===== config.mk =====
export PLATFORM = sky130hd
export DESIGN_NAME = scan_mux_hold
export DESIGN_NICKNAME = d
export VERILOG_FILES = /design/src/rtl/scan_mux_pkg.sv /design/src/rtl/scan_mux_seq.sv /design/src/rtl/scan_mux_hold.sv
export SDC_FILE = /design/constraint.sdc
export NUM_CORES = 1
export LEC_CHECK = 0
export ABC_AREA = 0
export CAP_MARGIN = 20
export CORE_UTILIZATION = 43
export CTS_CLUSTER_DIAMETER = 150
export DETAILED_ROUTE_END_ITERATION = 7
export GPL_TIMING_DRIVEN = 1
export PLACE_DENSITY = 0.76
export SLEW_MARGIN = 0
export SYNTH_ARGS = -nofsm -noshare
export SYNTH_HDL_FRONTEND = slang
export SYNTH_SLANG_ARGS = --single-unit

===== constraint.sdc =====
create_clock -name clk -period 1.81 [get_ports clk]
set_input_delay 0.543 -clock clk [delete_from_list [all_inputs] [get_ports clk]]
set_output_delay 0.543 -clock clk [all_outputs]
set_load 0.01 [all_outputs]

===== src/rtl/scan_mux_pkg.sv =====
// Shared constants and select-mapping helper for the scan mux.
package scan_mux_pkg;

  localparam logic MODE_MANUAL = 1'b0;
  localparam logic MODE_SCAN   = 1'b1;

  // True when sel addresses a real channel and the mask enables it.
  function automatic logic sel_mapped(input logic [31:0] mask, input int unsigned sel,
                                      input int unsigned n_in);
    return (sel < n_in) && (sel < 32) && mask[sel[4:0]];
  endfunction

endpackage


===== src/rtl/scan_mux_seq.sv =====
// Select sequencer: host-loaded or self-advancing select with dwell counter and wrap pulse.
module scan_mux_seq
  import scan_mux_pkg::*;
#(
  parameter int N_IN    = 3,
  parameter int SEL_W   = 2,
  parameter int DWELL_W = 8
) (
  input  logic               clk,
  input  logic               reset_n,
  input  logic               mode,
  input  logic               sel_load,
  input  logic [SEL_W-1:0]   sel_in,
  input  logic [DWELL_W-1:0] dwell,
  output logic [SEL_W-1:0]   sel_q,
  output logic               wrap
);

  localparam logic [SEL_W-1:0] LAST = SEL_W'(N_IN - 1);

  logic [DWELL_W-1:0] dwell_cnt;

  // Out-of-range selects also satisfy sel_q >= LAST, so scan recovers to 0.
  always_ff @(posedge clk) begin
    if (!reset_n) begin
      sel_q     <= '0;
      dwell_cnt <= '0;
      wrap      <= 1'b0;
    end else begin
      wrap <= 1'b0;
      if (sel_load) begin
        sel_q     <= sel_in;
        dwell_cnt <= '0;
      end else if (mode == MODE_SCAN) begin
        if (dwell_cnt == dwell) begin
          dwell_cnt <= '0;
          if (sel_q >= LAST) begin
            sel_q <= '0;
            wrap  <= 1'b1;
          end else begin
            sel_q <= sel_q + 1'b1;
          end
        end else begin
          dwell_cnt <= dwell_cnt + 1'b1;
        end
      end else begin
        dwell_cnt <= '0;
      end
    end
  end

endmodule


===== src/rtl/scan_mux_hold.sv =====
// Registered N-input mux with two masked outputs that hold or load a default when unmapped.
module scan_mux_hold
  import scan_mux_pkg::*;
#(
  parameter int              WIDTH   = 1,
  parameter int              N_IN    = 3,
  parameter int              SEL_W   = 2,
  parameter logic [31:0]     X_MASK  = 32'b0011,
  parameter logic [31:0]     Y_MASK  = 32'b0101,
  parameter bit              X_HOLD  = 1'b1,
  parameter bit              Y_HOLD  = 1'b1,
  parameter logic [WIDTH-1:0] X_DFLT = '0,
  parameter logic [WIDTH-1:0] Y_DFLT = '0,
  parameter int              DWELL_W = 8
) (
  input  logic                  clk,
  input  logic                  reset_n,
  input  logic                  mode,
  input  logic                  sel_load,
  input  logic [SEL_W-1:0]      sel_in,
  input  logic [DWELL_W-1:0]    dwell,
  input  logic [N_IN*WIDTH-1:0] din,
  output logic [SEL_W-1:0]      sel_q,
  output logic                  wrap,
  output logic [WIDTH-1:0]      x,
  output logic [WIDTH-1:0]      y,
  output logic                  x_upd,
  output logic                  y_upd
);

  localparam int N_SEL = 1 << SEL_W;

  if (N_IN < 2 || N_IN > N_SEL) begin : g_bad_n_in
    $error("scan_mux_hold: N_IN must be in 2..2**SEL_W");
  end
  if ((X_MASK >> N_SEL) != 0) begin : g_bad_x_mask
    $error("scan_mux_hold: X_MASK has bits beyond 2**SEL_W");
  end
  if ((Y_MASK >> N_SEL) != 0) begin : g_bad_y_mask
    $error("scan_mux_hold: Y_MASK has bits beyond 2**SEL_W");
  end

  scan_mux_seq #(
    .N_IN    (N_IN),
    .SEL_W   (SEL_W),
    .DWELL_W (DWELL_W)
  ) u_seq (
    .clk      (clk),
    .reset_n  (reset_n),
    .mode     (mode),
    .sel_load (sel_load),
    .sel_in   (sel_in),
    .dwell    (dwell),
    .sel_q    (sel_q),
    .wrap     (wrap)
  );

  // Pad to a full power-of-two table so any sel_q indexes safely.
  logic [WIDTH-1:0] chan [N_SEL];
  for (genvar k = 0; k < N_SEL; k++) begin : g_chan
    if (k < N_IN) begin : g_real
      assign chan[k] = din[k*WIDTH +: WIDTH];
    end else begin : g_pad
      assign chan[k] = '0;
    end
  end

  logic x_map, y_map;
  assign x_map = sel_mapped(X_MASK, 32'(sel_q), N_IN);
  assign y_map = sel_mapped(Y_MASK, 32'(sel_q), N_IN);

  always_ff @(posedge clk) begin
    if (!reset_n) begin
      x     <= X_DFLT;
      y     <= Y_DFLT;
      x_upd <= 1'b0;
      y_upd <= 1'b0;
    end else begin
      x_upd <= x_map;
      y_upd <= y_map;
      if (x_map)        x <= chan[sel_q];
      else if (!X_HOLD) x <= X_DFLT;
      if (y_map)        y <= chan[sel_q];
      else if (!Y_HOLD) y <= Y_DFLT;
    end
  end

endmodule


==> results of run 1 <==
cells in the final DEF, fill, tap and decap left out:
cell / netlist / routed
a221oi_2: 2 / 2
nand3_2: 1 / 1
nand4_1: 1 / 1
nand3_1: 2 / 2
buf_4: 0 / 2
clkinv_2: 0 / 1
and3_1: 2 / 2
a21oi_1: 3 / 3
dfxtp_1: 15 / 15
ha_1: 1 / 1
xor2_1: 11 / 11
nor4_4: 2 / 2
nand2_1: 1 / 1
clkbuf_4: 0 / 3
a22oi_1: 1 / 1
clkdlybuf4s50_1: 0 / 23
nor2_1: 17 / 17
and2_1: 1 / 1
mux2i_1: 2 / 2
nor3_1: 1 / 1
inv_1: 2 / 2
a31o_2: 1 / 1
xnor2_1: 3 / 3
and4_2: 1 / 1
a211o_2: 1 / 1
routing by layer:
layer  track usage (%)  wire, µm  vias to the layer above
li1                  -         -                      303
met1              23.2       659                      263
met2              27.0       660                       10
met3              2.98        47                        2
met4              7.50        14                        0
met5                 0         0                        -
sequential cells by signal, summed over array words and instances, names as in the netlist:
| register | cells |
|---|---|
| u_seq.dwell_cnt | 8 |
| u_seq.sel_q | 2 |
| u_seq.wrap | 1 |
| x | 1 |
| x_upd | 1 |
| y | 1 |
| y_upd | 1 |
path summary, 6_finish.rpt:
kind	start	to	slack [ns]	cells past startpoint
max	u_seq.sel_q[0]	sel_q[0]	0.09	1
min reg2reg	u_seq.dwell_cnt[0]	u_seq.dwell_cnt[0]	0.48	1
min	u_seq.dwell_cnt[0]	u_seq.dwell_cnt[0]	0.48	1
max reg2reg	u_seq.dwell_cnt[4]	u_seq.sel_q[1]	0.38	4
cell type report:
cell class	instances	area [µm²]
Clock buffer	3	22.5
Clock inverter	1	5.00
Fill cell	130	527
Inverter	2	7.51
Multi-Input combinational cell	54	397
Sequential cell	15	300
Tap cell	16	20.0
Timing Repair Buffer	25	245
power by group:
group          switching (mW)  internal, mW  total, mW
Clock                   0.113        0.0821      0.195
Sequential            0.00574         0.342      0.347
Combinational          0.0519        0.0726      0.124
Total                   0.171         0.496      0.667
cell families after synthesis:
logic type / after synthesis
AOI/OAI and AO/OA: 8
DFF: 15
buffers and inverters: 5
xor gates and xnor gates: 14
muxes: 2
adders and majority gates: 1
and+or+nand+nor: 29
==> results.py, run 1 <==
metrics = {
    "synthesis": {
        "synth-compound-area-share_pct": 9.95,
        "ys_types": 23,
        "synth_edf_count": 0,
        "synth_xor_area_share_pct": 17.1,
        "async_flop_share_pct": 0,
        "synthAdderAreaFrac_pct": 1.75,
        "yosys.area.top_type_share_pct": 41.9,
        "synth_top_family_by_area": "simple AND/OR/NAND/NOR gates",
        "ys_seq_area_share_pct": 41.9,
        "yosysWarnings": 0,
        "synth_simple_gate_area_share_pct": 23.7,
        "synthTopCellsByCount": "nor2_1, dfxtp_1, xor2_1",
        "ys.flop_type": "dfxtp_1",
        "syn-cell-area_um2": 717,
        "syn_area_per_cell_um2": 9.69,
        "netlist_instances": 74,
        "yosysMostFrequentCell": "nor2_1",
        "synth_seq_cells": 15,
        "ys_top_cells_by_area": "dfxtp_1, xor2_1, nor2_1",
        "synthMuxAreaShare_pct": 2.79,
        "syn_nets": 92,
        "synth_top_area_cell": "dfxtp_1",
    },
    "timing": {
        "finalHoldViolCount": 0,
        "fin_crit_sh_pct": 95.2,
        "hold_slack_ns": 0.476,
        "finalSetupViolations": 0,
        "rsz0062_at_grt": "no",
        "clock_skew_ns": 0.00990,
        "setup_ws_ns": 0.0871,
        "tightestPinTransition_ns": 0.305,
        "period_needed_ns": 1.72,
        "slew_headroom_pct": 79.5,
        "max_freq_mhz": 580,
        "slew_viol_final": 0,
        "finalSetupTns_ns": 0,
    },
    "worst_setup_path": {
        "slowest_stage": "clkdlybuf4s50_1",
        "crit_fanout": 2,
        "arrival_ns": 1.18,
        "critPathBufInv": 1,
        "crit_path_start_kind": "register",
        "criticalPathCategory": "register to output pin",
        "cp.required_ns": 1.27,
        "worstPathCellList": "clkdlybuf4s50_1",
        "cpPeakStageDelay_ns": 0.54,
        "cp-end-kind": "output pin",
        "crit_family": "buffers and inverters",
    },
    "placed_design": {
        "dpl_cell_area_um2": 970,
        "dp.cells": 112,
        "dp_slack_ns": -0.197,
        "gp_congestion": 0.714,
        "dp_hpwl_um": 1070,
        "io_buffers": 23,
    },
    "floorplanning": {
        "dieArea_um2": 1830,
        "initial_core_util_pct": 47.0,
        "io_pins": 24,
        "fp.coreArea_um2": 1520,
        "die_w_um": 42.8,
        "die_h_um": 42.8,
        "num_rows": 14,
    },
    "route": {
        "routed_via_density": 4.98,
        "dr.pass1.iters": 3,
        "routed_wl_um": 1380,
        "drc": 0,
        "ant_nets": 0,
        "wl_per_cell_um": 11.9,
        "num_vias": 578,
        "drt-initial-drc-count": 12,
    },
    "clocking": {
        "clk_pin_slew_worst_paths_ns": 0.10,
        "post_cts_buffers": 0,
        "cts_sinks": 15,
        "clock_latency_ns": 0.29,
        "cts_buffer_depth": 2,
        "cts-htree-levels": 1,
        "clockRootBuffer": "clkbuf_4",
        "cts_tree": "done",
        "cts_made_buffers": 3,
        "cts_resized": 0,
        "postCtsHoldBufs": 0,
    },
    "power_and_ir_drop": {
        "ir_drop_v": 0.000362,
        "cellPowerDensity_nw_per_um2": 669,
        "leakage_nw": 0.399,
        "power_mw": 0.667,
    },
    "flow_run": {
        "drv_cap": 0,
    },
    "global_route": {
        "grt_pass1_wl_um": 2340,
        "first_global_vias": 555,
        "antenna_found_initial": 0,
        "globalRouteOverflowTotal": 0,
        "grt_max_degree": 10,
        "grt_util_all_layers_pct": 17.3,
    },
    "cells_and_area": {
        "final_util_pct": 65.4,
        "area_delta_synth_final_pct": 39.1,
        "fin_area_um2": 997,
        "antenna_cells": 0,
        "fin_cells": 116,
        "nNetsFinal": 119,
        "drive_gt1_share_pct": 14.0,
    },
    "status": {
        "status": "finished, final reports clean",
    },
    "hold_path": {
        "hold_class": "register to register",
    },
}
No activity file was read; power rests on OpenSTA's default activity.
==> run 2, diff against run 1 <==
==> constraint.sdc (replaced) <==
create_clock -name clk -period 1.81 [get_ports clk]
set_input_delay 0.181 -clock clk [delete_from_list [all_inputs] [get_ports clk]]
set_output_delay 0.181 -clock clk [all_outputs]
set_load 0.01 [all_outputs]
==> run 2 against run 1 <==
Combinational power decreased by 8%; sequential share of layout area increased by 0.38 points; core utilization decreased by 0.82 points; hold slack better by 0.0090 ns; clock skew rose by 0.0025 ns; die area did not move; global-route usage shrank 0.19 points; critical path type unchanged.
==> results.py, run 2 (synthesis gave the netlist of run 1 again) <==
metrics = {
    "status": {
        "status": "finished, final reports clean",
    },
    "worst_setup_path": {
        "critPathBufInv": 1,
        "arrival_ns": 1.39,
        "crit_family": "buffers and inverters",
        "cp.required_ns": 1.63,
        "criticalPathCategory": "register to output pin",
        "crit_fanout": 8,
        "slowest_stage": "clkdlybuf4s50_1",
        "crit_path_start_kind": "register",
        "cp-end-kind": "output pin",
        "worstPathCellList": "clkdlybuf4s50_1",
        "cpPeakStageDelay_ns": 0.60,
    },
    "timing": {
        "finalSetupTns_ns": 0,
        "slew_headroom_pct": 79.2,
        "period_needed_ns": 1.57,
        "max_freq_mhz": 638,
        "finalHoldViolCount": 0,
        "rsz0062_at_grt": "no",
        "finalSetupViolations": 0,
        "hold_slack_ns": 0.485,
        "slew_viol_final": 0,
        "clock_skew_ns": 0.0124,
        "fin_crit_sh_pct": 86.6,
        "tightestPinTransition_ns": 0.310,
    },
    "cells_and_area": {
        "top_regs": "u_seq.dwell_cnt (8), u_seq.sel_q (2)",
        "multi_input_area_um2": 397,
        "area_delta_synth_final_pct": 37.3,
        "seqCellArea_um2": 300,
        "nNetsFinal": 117,
        "final_util_pct": 64.6,
        "largest_reg_flops": 8,
        "fin_area_um2": 985,
        "final_cell_mix": "clkdlybuf4s50_1, nor2_1, dfxtp_1",
        "regMostFlops": "u_seq.dwell_cnt",
        "final_common_cell": "clkdlybuf4s50_1",
        "fill_cells": 123,
        "drive_gt1_share_pct": 12.2,
        "antenna_cells": 0,
    },
    "power_and_ir_drop": {
        "power_mw": 0.665,
        "cellPowerDensity_nw_per_um2": 676,
        "ir_drop_v": 0.000635,
        "leakage_nw": 0.385,
    },
    "floorplanning": {
        "dieArea_um2": 1830,
        "die_h_um": 42.8,
        "io_pins": 24,
        "initial_core_util_pct": 47.0,
        "die_w_um": 42.8,
        "num_rows": 14,
        "fp.coreArea_um2": 1520,
    },
    "global_route": {
        "globalRouteOverflowTotal": 0,
        "antenna_found_initial": 0,
        "grt_pass1_wl_um": 2330,
        "first_global_vias": 539,
        "grt_util_all_layers_pct": 17.1,
        "grt_max_degree": 11,
    },
    "clocking": {
        "cts_buffer_depth": 2,
        "postCtsHoldBufs": 0,
        "cts_made_buffers": 3,
        "clockRootBuffer": "clkbuf_4",
        "clock_latency_ns": 0.29,
        "cts_resized": 0,
        "post_cts_buffers": 0,
        "cts_tree": "done",
        "clk_pin_slew_worst_paths_ns": 0.08,
        "cts_sinks": 15,
        "cts-htree-levels": 1,
    },
    "route": {
        "routed_wl_um": 1350,
        "ant_nets": 0,
        "routed_via_density": 4.89,
        "num_vias": 558,
        "wl_per_cell_um": 11.8,
        "dr.pass1.iters": 4,
        "drt-initial-drc-count": 9,
        "drc": 0,
    },
    "placed_design": {
        "io_buffers": 23,
        "gp_congestion": 0.715,
        "dp_hpwl_um": 1070,
        "dpl_cell_area_um2": 955,
    },
    "flow_run": {
        "drv_cap": 0,
    },
    "hold_path": {
        "hold_class": "register to register",
    },
}
run 2: layer usage:
layer  share of wire, %  wire length [µm]  GRT usage [%]  vias up
met3                5.3                72           8.09        2
met2                 45               610           25.2       11
li1                   -                 -              -      301
met1                 48               652           21.8      244
met4               0.96                13           5.63        0
met5                  0                 0              0        -
run 2: worst register-to-register path: stages (launching register included):
cell and delay (ns):
dfxtp_1 0.37, xor2_1 0.20, nor4_4 0.37, nand3_2 0.16
a221oi_2 0.28
run 2: final timing paths:
kind,slack (ns),cells past startpoint,from,to
max,0.24,1,u_seq.sel_q[0],sel_q[0]
min,0.49,1,u_seq.dwell_cnt[0],u_seq.dwell_cnt[0]
max reg2reg,0.34,4,u_seq.dwell_cnt[4],u_seq.sel_q[1]
min reg2reg,0.49,1,u_seq.dwell_cnt[0],u_seq.dwell_cnt[0]
run 2: final cells by class:
| class | count | area share, % |
|---|---|---|
| inverters | 2 | 0.762 |
| well taps | 16 | 2.03 |
| multi-input cells | 54 | 40.3 |
| clock buffers | 3 | 2.29 |
| flip-flops and latches | 15 | 30.5 |
| clock inverters | 1 | 0.762 |
| repair buffers | 23 | 23.4 |
run 2: through the flow:
stage	worst slack (ns)	instances
detailed placement	0.154	110
global route	0.180	114
CTS	0.229	114
global placement	0.184	110
floorplan	0.476	74
finish	0.243	114
run 2: where the power goes:
part / internal, mW / switching (mW) / total, mW
sequential: 0.342 / 0.0120 / 0.354
combinational: 0.0684 / 0.0454 / 0.114
clock: 0.0841 / 0.114 / 0.198
total: 0.494 / 0.171 / 0.665
